<file path="src/rtl/turing_pkg.sv">
// Shared encodings for the Turing-machine sequencer: move codes, error codes,
// FSM state enum and the bit offsets of fields within a transition-table entry.
package turing_pkg;

    localparam logic [1:0] MV_STAY  = 2'b00;
    localparam logic [1:0] MV_RIGHT = 2'b01;
    localparam logic [1:0] MV_LEFT  = 2'b10;

    localparam logic [1:0] ERR_OK      = 2'b00;
    localparam logic [1:0] ERR_BOUND   = 2'b01;
    localparam logic [1:0] ERR_TIMEOUT = 2'b10;

    typedef enum logic [1:0] {
        ST_IDLE = 2'd0,
        ST_RUN  = 2'd1,
        ST_DONE = 2'd2
    } state_t;

    // Entry layout is {halt, wr_sym, move[1:0], next_q[Q_W-1:0]}; offsets above
    // next_q are relative to Q_W so the package stays width-agnostic.
    localparam int CFG_NEXTQ_LSB = 0;
    localparam int CFG_MOVE_OFS  = 0;
    localparam int CFG_WR_OFS    = 2;
    localparam int CFG_HALT_OFS  = 3;
    localparam int CFG_EXTRA_W   = 4;

endpackage

</file>
<file path="src/rtl/turing_seq_if.sv">
// Host-side bundle of the sequencer: table programming, run control and status.
// step_req exists only when TURING_SINGLE_STEP_EN is defined.
interface turing_seq_if #(
    parameter int TAPE_LEN = 10,
    parameter int Q_W      = 2,
    parameter int STEP_W   = 8
);
    localparam int HW = $clog2(TAPE_LEN);

    logic                  cfg_we;
    logic [Q_W:0]          cfg_addr;
    logic [Q_W+3:0]        cfg_data;
    logic                  start;
    logic [TAPE_LEN-1:0]   tape_in;
    logic [HW-1:0]         head_init;
`ifdef TURING_SINGLE_STEP_EN
    logic                  step_req;
`endif
    logic                  busy;
    logic                  done;
    logic [1:0]            err;
    logic [TAPE_LEN-1:0]   tape_out;
    logic [HW-1:0]         head;
    logic [Q_W-1:0]        q;
    logic [STEP_W-1:0]     steps;

    modport master (
        output cfg_we, cfg_addr, cfg_data, start, tape_in, head_init,
`ifdef TURING_SINGLE_STEP_EN
        output step_req,
`endif
        input  busy, done, err, tape_out, head, q, steps
    );

    modport slave (
        input  cfg_we, cfg_addr, cfg_data, start, tape_in, head_init,
`ifdef TURING_SINGLE_STEP_EN
        input  step_req,
`endif
        output busy, done, err, tape_out, head, q, steps
    );

endinterface

</file>
<file path="src/rtl/turing_table.sv">
// Transition table: 2**(Q_W+1) entries, synchronous write, combinational read.
// Not reset; contents must be programmed before the first run.
module turing_table
    import turing_pkg::*;
#(
    parameter int Q_W = 2
) (
    input  logic                     clk,
    input  logic                     we,
    input  logic [Q_W:0]             waddr,
    input  logic [Q_W+CFG_EXTRA_W-1:0] wdata,
    input  logic [Q_W:0]             raddr,
    output logic [Q_W+CFG_EXTRA_W-1:0] rdata
);

    logic [Q_W+CFG_EXTRA_W-1:0] mem [2**(Q_W+1)];

    always_ff @(posedge clk) begin
        if (we) begin
            mem[waddr] <= wdata;
        end
    end

    assign rdata = mem[raddr];

endmodule

</file>
<file path="src/rtl/turing_seq.sv">
// Programmable Turing-machine sequencer: one transition per clock until halt,
// boundary or step-limit. Optional TURING_SINGLE_STEP_EN gates steps on step_req.
module turing_seq
    import turing_pkg::*;
#(
    parameter int TAPE_LEN = 10,
    parameter int Q_W      = 2,
    parameter int STEP_W   = 8
) (
    input  logic         clk,
    input  logic         rst,
    turing_seq_if.slave  bus
);

    localparam int HW = $clog2(TAPE_LEN);
    localparam logic [HW-1:0]     LAST_CELL = HW'(TAPE_LEN - 1);
    localparam logic [HW:0]       TAPE_END  = (HW+1)'(TAPE_LEN);
    localparam logic [STEP_W-1:0] STEP_MAX  = '1;

    state_t                state, state_nxt;
    logic [TAPE_LEN-1:0]   tape_r, tape_nxt;
    logic [HW-1:0]         head_r, head_nxt;
    logic [Q_W-1:0]        q_r, q_nxt;
    logic [STEP_W-1:0]     steps_r, steps_nxt;
    logic [1:0]            err_r, err_nxt;

    logic [Q_W+CFG_EXTRA_W-1:0] entry;
    logic                  halt;
    logic                  wr_sym;
    logic [1:0]            mv;
    logic [Q_W-1:0]        next_q;
    logic                  tbl_we;
    logic                  do_step;
    logic                  head_bad;
    logic                  hit_bound;

    // The table is frozen for the whole run so a transition never sees a half-updated program.
    assign tbl_we = bus.cfg_we && (state != ST_RUN);

    turing_table #(.Q_W(Q_W)) u_table (
        .clk   (clk),
        .we    (tbl_we),
        .waddr (bus.cfg_addr),
        .wdata (bus.cfg_data),
        .raddr ({q_r, tape_r[head_r]}),
        .rdata (entry)
    );

    assign halt   = entry[Q_W+CFG_HALT_OFS];
    assign wr_sym = entry[Q_W+CFG_WR_OFS];
    assign mv     = entry[Q_W+CFG_MOVE_OFS +: 2];
    assign next_q = entry[CFG_NEXTQ_LSB +: Q_W];

`ifdef TURING_SINGLE_STEP_EN
    assign do_step = bus.step_req;
`else
    assign do_step = 1'b1;
`endif

    assign head_bad  = {1'b0, bus.head_init} >= TAPE_END;
    assign hit_bound = ((mv == MV_RIGHT) && (head_r == LAST_CELL)) ||
                       ((mv == MV_LEFT)  && (head_r == '0));

    always_ff @(posedge clk or posedge rst) begin
        if (rst) begin
            state <= ST_IDLE;
        end else begin
            state <= state_nxt;
        end
    end

    always_comb begin
        state_nxt = state;
        tape_nxt  = tape_r;
        head_nxt  = head_r;
        q_nxt     = q_r;
        steps_nxt = steps_r;
        err_nxt   = err_r;
        case (state)
            ST_IDLE, ST_DONE: begin
                if (bus.start) begin
                    tape_nxt  = bus.tape_in;
                    head_nxt  = bus.head_init;
                    q_nxt     = '0;
                    steps_nxt = '0;
                    err_nxt   = ERR_OK;
                    if (head_bad) begin
                        state_nxt = ST_DONE;
                        err_nxt   = ERR_BOUND;
                    end else begin
                        state_nxt = ST_RUN;
                    end
                end
            end
            ST_RUN: begin
                if (do_step) begin
                    tape_nxt[head_r] = wr_sym;
                    q_nxt            = next_q;
                    steps_nxt        = steps_r + 1'b1;
                    // Halt beats boundary beats timeout; halt and boundary keep the head in place.
                    if (halt) begin
                        state_nxt = ST_DONE;
                        err_nxt   = ERR_OK;
                    end else if (hit_bound) begin
                        state_nxt = ST_DONE;
                        err_nxt   = ERR_BOUND;
                    end else begin
                        if (mv == MV_RIGHT) begin
                            head_nxt = head_r + 1'b1;
                        end else if (mv == MV_LEFT) begin
                            head_nxt = head_r - 1'b1;
                        end
                        if (steps_nxt == STEP_MAX) begin
                            state_nxt = ST_DONE;
                            err_nxt   = ERR_TIMEOUT;
                        end
                    end
                end
            end
            default: state_nxt = ST_IDLE;
        endcase
    end

    always_ff @(posedge clk or posedge rst) begin
        if (rst) begin
            tape_r  <= '0;
            head_r  <= '0;
            q_r     <= '0;
            steps_r <= '0;
            err_r   <= ERR_OK;
        end else begin
            tape_r  <= tape_nxt;
            head_r  <= head_nxt;
            q_r     <= q_nxt;
            steps_r <= steps_nxt;
            err_r   <= err_nxt;
        end
    end

    assign bus.busy     = (state == ST_RUN);
    assign bus.done     = (state == ST_DONE);
    assign bus.err      = err_r;
    assign bus.tape_out = tape_r;
    assign bus.head     = head_r;
    assign bus.q        = q_r;
    assign bus.steps    = steps_r;

endmodule

</file>
<file path="src/flat_wrapper.sv">
// flat-port wrapper written by rule: the top's interface ports become plain ports
module turing_seq_flat import turing_pkg::*;
#(
    parameter int TAPE_LEN = 10,
    parameter int Q_W      = 2,
    parameter int STEP_W   = 8
)
  (clk, rst, bus_cfg_we, bus_cfg_addr, bus_cfg_data, bus_start, bus_tape_in, bus_head_init, bus_busy, bus_done, bus_err, bus_tape_out, bus_head, bus_q, bus_steps);
  turing_seq_if #(.TAPE_LEN(TAPE_LEN), .Q_W(Q_W), .STEP_W(STEP_W)) bus_i ();
  input  logic clk;
  input  logic rst;
  input wire logic [$bits(bus_i.cfg_we)-1:0] bus_cfg_we;
  input wire logic [$bits(bus_i.cfg_addr)-1:0] bus_cfg_addr;
  input wire logic [$bits(bus_i.cfg_data)-1:0] bus_cfg_data;
  input wire logic [$bits(bus_i.start)-1:0] bus_start;
  input wire logic [$bits(bus_i.tape_in)-1:0] bus_tape_in;
  input wire logic [$bits(bus_i.head_init)-1:0] bus_head_init;
  output wire logic [$bits(bus_i.busy)-1:0] bus_busy;
  output wire logic [$bits(bus_i.done)-1:0] bus_done;
  output wire logic [$bits(bus_i.err)-1:0] bus_err;
  output wire logic [$bits(bus_i.tape_out)-1:0] bus_tape_out;
  output wire logic [$bits(bus_i.head)-1:0] bus_head;
  output wire logic [$bits(bus_i.q)-1:0] bus_q;
  output wire logic [$bits(bus_i.steps)-1:0] bus_steps;
  assign bus_i.cfg_we = bus_cfg_we;
  assign bus_i.cfg_addr = bus_cfg_addr;
  assign bus_i.cfg_data = bus_cfg_data;
  assign bus_i.start = bus_start;
  assign bus_i.tape_in = bus_tape_in;
  assign bus_i.head_init = bus_head_init;
  assign bus_busy = bus_i.busy;
  assign bus_done = bus_i.done;
  assign bus_err = bus_i.err;
  assign bus_tape_out = bus_i.tape_out;
  assign bus_head = bus_i.head;
  assign bus_q = bus_i.q;
  assign bus_steps = bus_i.steps;
  turing_seq #(.TAPE_LEN(TAPE_LEN), .Q_W(Q_W), .STEP_W(STEP_W)) u_core (.clk(clk), .rst(rst), .bus(bus_i));
endmodule
</file>
<file path="config.mk">
export PLATFORM = sky130hd
export DESIGN_NAME = turing_seq_flat
export DESIGN_NICKNAME = d
export VERILOG_FILES = /design/src/rtl/turing_pkg.sv /design/src/rtl/turing_seq_if.sv /design/src/rtl/turing_table.sv /design/src/rtl/turing_seq.sv /design/src/flat_wrapper.sv
export SDC_FILE = /design/constraint.sdc
export NUM_CORES = 1
export LEC_CHECK = 0
export CAP_MARGIN = 40
export CORE_MARGIN = 3
export CORE_UTILIZATION = 49
export DETAILED_ROUTE_END_ITERATION = 10
export MAX_ROUTING_LAYER = met4
export PLACE_DENSITY = 0.76
export SYNTH_ARGS = -nofsm -noshare
export SYNTH_HDL_FRONTEND = slang
export SYNTH_SLANG_ARGS = --single-unit
</file>
<file path="constraint.sdc">
create_clock -name clk -period 4.02 [get_ports clk]
set_input_delay 0.603 -clock clk [delete_from_list [all_inputs] [get_ports clk]]
set_output_delay 0.603 -clock clk [all_outputs]
set_load 0.03 [all_outputs]
</file>
==> impl_results.md <==
* Outcome: completed
* Final hold violation count at 0
* Slew @ Worst Pin at 0.862 ns
* Clk pin slew, worst setup/hold paths at 0.08 ns
* Die ar. at 8840 um2
* Critical Path Sink Type: flop
* Syn_nets at 338
* Mapped cell area at 3800 um2
* Largest net degree at the start of global routing at 25
* Synth area leaders: edfxtp_1, dfrtp_1, mux2i_1, mux4_2, o21ai_0
* Clock Skew at 0.0132 ns
* Max transition margin at 41.8%
* Yosys cell types at 57
* Highest clock rate at 269 MHz
* Worst path required time at 4.25 ns
* Final Max Tran Viols at 0
* Die height at 94.0 um
* CTS Buf Count at 9
* CP Max Fanout at 9
* Non-filler cells, final at 477
* Clock Tree Buf Depth at 2
* Synth Register Bits at 76
* Leading area contributor after synthesis: edfxtp_1
* Post-DP HPWL at 6120 um
* Core area at 7370 um2
* Vias in the first global route at 2635
* Period utilisation layout at 92.5%
* Type of origin of the critical path: flop
* WL/cell at 17.7 um
* Clock root cell: clkbuf_8
* Vias per cell at 5.78
* Critical Path AT at 3.95 ns
* Initial antenna violation count at 0
* Starting Density at 51.5%
* Die Span X at 94.0 um
* Hold-fix buffers, CTS at 0
* Syn Inst Count at 304
* Post-DRT Antenna Nets at 0
* Htree depth at 3
* Pwr dens at 755 nW/um2
* Async set-reset flop share out of synthesis at 36.8%
* Post-synth top cells: edfxtp_1, dfrtp_1, nand2_1
* VDD IR max at 287 uV
* DRC at 0
* Max-cap violations at 0
* Sequential cell area fraction in the yosys report at 56.4%
* # IOs at 55
* Layout area overhead at 24.9%
* Yosys warns at 0
* Clk_lat worst skew at 0.35 ns
* Iteration-0 DRC Markers at 203
* Dpl cells at 459
* Hold Crit Class: reg2reg
* Routed via count at 2759
* Pre-antenna DRT Iters at 4
* Lkg Pwr at 1.81 nW
* # nets final at 407
* Final Critical Period at 3.72 ns
* GRT Util Overall at 20.7%
* Setup violators final at 0
* Most frequent cell after synthesis: edfxtp_1
* RSZ-0062 raised after global routing: no
* Floorplan row count at 31
* Antenna diodes at 0
* Final-layout fill cell count at 579
* Critical path class: reg2reg
* Total negative slack at 0 ns
* Syn Area/Cell at 12.5 um2
* Global-route wire length before repair at 13400 um
* Buffers on Ports at 54
* Most common flop cell mapped by yosys: edfxtp_1
* Top cell type's share of synthesized area at 37.9%
* Grt total ovfl at 0
* Routed WL at 8440 um
* Share of layout cells above drive strength 1 at 14.6%
* CTS tree: built
* TritonCTS Sinks at 76
* EDFF count, synth at 48
* Gpl congestion at 0.853
final cells by class:
type | instances | area, um2 | share of cell area, %
multi-input cells | 204 | 1550 | 32.6
clock inverters | 7 | 73.8 | 1.56
flip-flops and latches | 76 | 2140 | 45.2
inverters | 9 | 33.8 | 0.712
repair buffers | 73 | 698 | 14.7
clock buffers | 9 | 124 | 2.61
well taps | 99 | 124 | 2.61
logic make-up after synthesis:
family,share of synthesized area [%]
simple gates,12.5
flops,56.4
compound gates,14.2
mux,10.6
buf+inv,2.87
fa+ha+maj,2.50
xor+xnor,0.922
flip-flops by register name, indices dropped and copies added, names as in the netlist:
register	cells
u_core.state	2
u_core.bus.head	4
u_core.u_table.mem	48
u_core.bus.tape_out	10
u_core.bus.q	2
u_core.bus.steps	8
u_core.bus.err	2
worst paths after layout:
path                                        to  slack (ns)  cells after the start          startpoint
setup / recovery            u_core.bus.head[2]        0.30                     15  u_core.bus.head[1]
hold / removal                 u_core.state[1]        0.48                      1     u_core.state[1]
setup reg to reg            u_core.bus.head[2]        0.30                     15  u_core.bus.head[1]
hold reg to reg                u_core.state[1]        0.48                      1     u_core.state[1]
max in group asynchronous   u_core.bus.head[1]        3.03                      3                 rst
min in group asynchronous  u_core.bus.steps[0]        0.54                      2                 rst
layer usage:
metal / vias up / track usage [%] / wire length [um]
met3: 11 / 4.09 / 537
met5: - / - / 0
met4: 0 / 7.70 / 133
met2: 89 / 31.7 / 4040
li1: 1306 / - / -
met1: 1353 / 27.6 / 3730
worst max-delay path, cell delays in order (launching register included):
cell and delay [ns]:
dfrtp_2 0.49, buf_4 0.19, or3b_4 0.43, nor2_4 0.15, a31oi_4 0.07, buf_4 0.18, mux4_2 0.27, mux2i_1 0.20
inv_1 0.07, ha_1 0.17, nor3b_1 0.13, o21ai_1 0.19, nand2_1 0.15, o41ai_4 0.42, nand2_1 0.17, mux2_1 0.33
stage by stage:
stage / setup WS, ns / instance area (um2) / utilization [%] / total power, mW / hold WS (ns)
global placement: 0.305 / 4490 / 61.0 / 2.93 / 0.462
floorplan: 0.0346 / 3800 / - / 2.40 / 0.436
detailed placement: 0.113 / 4530 / 61.5 / 2.98 / 0.469
finish: 0.300 / 4750 / 64.4 / 3.58 / 0.484
global route: 0.0520 / 4750 / 64.4 / 3.81 / 0.491
CTS: 0.117 / 4730 / 64.2 / 3.56 / 0.480
placed cells by master, fill, tap and decap left out, types with 5 or more instances in the layout:
cell type        synthesis  routed
and3_1                   5       5
buf_4                    0      16
nor2b_1                  7       7
mux2i_1                 20      20
a31oi_1                  8       8
edfxtp_1                48      48
ha_1                     6       6
nor3_1                   7       7
dfrtp_1                 28      26
and2_1                   8       8
inv_1                    9       9
nand3_1                 10      10
a21oi_1                  7       7
clkdlybuf4s50_1          0      54
clkbuf_8                 0       9
nand2_1                 24      24
o21ai_0                 18      17
nor2_1                  14      14
mux4_2                   7       7
timing repair:
action,CTS,global route
setup buffers,0,2
gates resized for setup,0,3
setup endpoints to repair,0,3
report_power, final:
part           internal [mW]  leakage [nW]  switching, mW
sequential             0.961         0.788          0.145
combinational          0.832         0.937           1.07
clock                  0.288        0.0899          0.286
total                   2.08          1.81           1.50
No activity file was read; power rests on OpenSTA's default activity.
==> RTL edit (same settings) <==
`TAPE_LEN` is set to 10 in 3 places; all go to 11.
--- a/src/rtl/turing_seq_if.sv
+++ b/src/rtl/turing_seq_if.sv
@@ -2,5 +2,5 @@
 // step_req exists only when TURING_SINGLE_STEP_EN is defined.
 interface turing_seq_if #(
-    parameter int TAPE_LEN = 10,
+    parameter int TAPE_LEN = 11,
     parameter int Q_W      = 2,
     parameter int STEP_W   = 8
--- a/src/rtl/turing_seq.sv
+++ b/src/rtl/turing_seq.sv
@@ -4,5 +4,5 @@
     import turing_pkg::*;
 #(
-    parameter int TAPE_LEN = 10,
+    parameter int TAPE_LEN = 11,
     parameter int Q_W      = 2,
     parameter int STEP_W   = 8
--- a/src/flat_wrapper.sv
+++ b/src/flat_wrapper.sv
@@ -2,5 +2,5 @@
 module turing_seq_flat import turing_pkg::*;
 #(
-    parameter int TAPE_LEN = 10,
+    parameter int TAPE_LEN = 11,
     parameter int Q_W      = 2,
     parameter int STEP_W   = 8
Ports: changed (resized bus_tape_in and bus_tape_out); port bits go from 55 to 57. The function was not compared with the original's and may differ.
==> RTL edit against the unedited design <==
  * Count of clock-buffer cells in the layout is the same
  * Setup slack lost 0.027 ns
  * Sequential cell count rose by 1
  * Total power down 2.3%
  * Design area up 0.66%
  * Area after synthesis decreased by 0.69%
  * Routed wire length decreased by 3.9%
  * First-iteration DRC count fell by 27%
  * Maximum frequency shrank 0.73%
  * Sequential share of layout area is 0.18 points higher
  * Critical path type unchanged
  * Highest routed layer unchanged
==> RTL edit: results (changes against the unedited design) <==
{| class="wikitable"
! Metric !! Value
|-
| Adder-cell share of the synthesized area || 0.0252 (+0.000174)
|-
| Worst setup endpoint || u_core.bus.head[3]
|-
| Worst slew slack as a fraction of its limit || 0.497 (+0.0795)
|-
| Max VDD drop || 0.250 mV (-13%)
|-
| Nets@finish || 409 (+0.49%)
|-
| Wire length of the first global-routing pass || 13.2 mm (-1.4%)
|-
| Status || complete, no violations
|-
| Filler Cell Count || 582 (+0.52%)
|-
| R2r setup slk || 0.27 ns (-0.03 ns)
|-
| Min Clock Period, post-route || 3.75 ns (+0.0274 ns)
|-
| WP data arrival || 3.99 ns (+0.04 ns)
|-
| Post-synthesis compound-gate area fraction || 0.124 (-0.0173)
|-
| GRT Resource Usage Total || 0.200 (-0.00700)
|-
| Crit path max fanout || 5 (-4)
|-
| GP Congestion || 0.857 (+0.50%)
|-
| Dpl ws || 0.260 ns (+0.147 ns)
|-
| Seq/Total Area, Yosys || 0.574 (+0.0106)
|-
| Pin count of the biggest net entering global routing || 24 (-4.0%)
|-
| Number of violations reported at the end of detailed-routing iteration 0 || 149 (-27%)
|-
| Net Switching || 1.36 mW (-9.0%)
|-
| Clock skew || 0.00839 ns (-0.00484 ns)
|-
| Power dissipated in combinational cells || 1.70 mW (-11%)
|-
| Post-synthesis xor/xnor area fraction || 0.0139 (+0.00471)
|-
| Share of cell area taken by muxes after synthesis || 0.102 (-0.00357)
|-
| Cells taking the most area after synthesis || sky130_fd_sc_hd__edfxtp_1 (38%), sky130_fd_sc_hd__dfrtp_1 (19%), sky130_fd_sc_hd__mux4_2 (6.0%)
|-
| Unique cell type count in the Yosys netlist || 50 (-12%)
|}
[RTL edit: changes by cell type in the layout (fill, tap and decap cells not counted), moves of 3 or more]
cell and delta:
sky130_fd_sc_hd__nand4_1 -3, sky130_fd_sc_hd__nand2b_1 +3, sky130_fd_sc_hd__clkinvlp_4 -3, sky130_fd_sc_hd__a211o_1 +3, sky130_fd_sc_hd__nor3_1 +8, sky130_fd_sc_hd__mux2i_1 -5, sky130_fd_sc_hd__mux4_2 +3, sky130_fd_sc_hd__buf_4 -3
sky130_fd_sc_hd__dfrtp_1 +3, sky130_fd_sc_hd__and2_1 -3
[RTL edit: cells by family after synthesis]
family | Yosys count
simple gates | 97
flops | 77
compound gates | 66
buf+inv | 26
mux | 26
fa+ha+maj | 7
xor+xnor | 6
[RTL edit: layout make-up]
cell class	instances	area [um^2]	share of cell area
Sequential cell	77	2170	0.454
Tap cell	99	124	0.0259
Inverter	10	37.5	0.00786
Multi-Input combinational cell	202	1500	0.314
Clock buffer	9	124	0.0259
Clock inverter	7	120	0.0251
Timing Repair Buffer	74	706	0.148
[RTL edit: what timing repair did]
| item | CTS | global route |
|---|---|---|
| buffers inserted | 0 | 0 |
| endpoints found under the setup margin | 0 | 1 |
| resized for setup | 0 | 1 |
[RTL edit: critical path: stages, from the launching register on]
cell and delay [ns]:
sky130_fd_sc_hd__dfrtp_1 0.37, sky130_fd_sc_hd__mux4_2 0.52, sky130_fd_sc_hd__nand2b_4 0.16, sky130_fd_sc_hd__and2_4 0.15
sky130_fd_sc_hd__a21oi_2 0.27, sky130_fd_sc_hd__mux4_2 0.34, sky130_fd_sc_hd__nand2_1 0.07, sky130_fd_sc_hd__and2_1 0.14
sky130_fd_sc_hd__inv_1 0.05, sky130_fd_sc_hd__ha_1 0.22, sky130_fd_sc_hd__inv_1 0.12, sky130_fd_sc_hd__ha_1 0.24
sky130_fd_sc_hd__a21o_1 0.17, sky130_fd_sc_hd__a21oi_1 0.16, sky130_fd_sc_hd__xnor2_1 0.16, sky130_fd_sc_hd__nor3_1 0.07
sky130_fd_sc_hd__a211o_1 0.23, sky130_fd_sc_hd__a32o_1 0.20
[RTL edit: through the flow]
step | utilization | hold slack, ns | area (um^2) | total power, mW | cells
2_1_floorplan | - | 0.436 | 3770 | 2.27 | 305
3_3_place_gp | 0.608 | 0.466 | 4480 | 2.77 | 457
3_5_place_dp | 0.615 | 0.462 | 4530 | 2.81 | 462
4_1_cts | 0.648 | 0.478 | 4770 | 3.51 | 478
5_1_grt | 0.648 | 0.498 | 4780 | 3.71 | 478
6_report | 0.648 | 0.478 | 4780 | 3.50 | 478
[RTL edit: routing by layer]
layer  global-route usage  up-vias  part of all wire
li1                     -     1288                 -
met1                0.258     1280              0.44
met2                0.323       83              0.48
met3               0.0393        9             0.067
met4               0.0614        0             0.013
met5                    -        -                 0
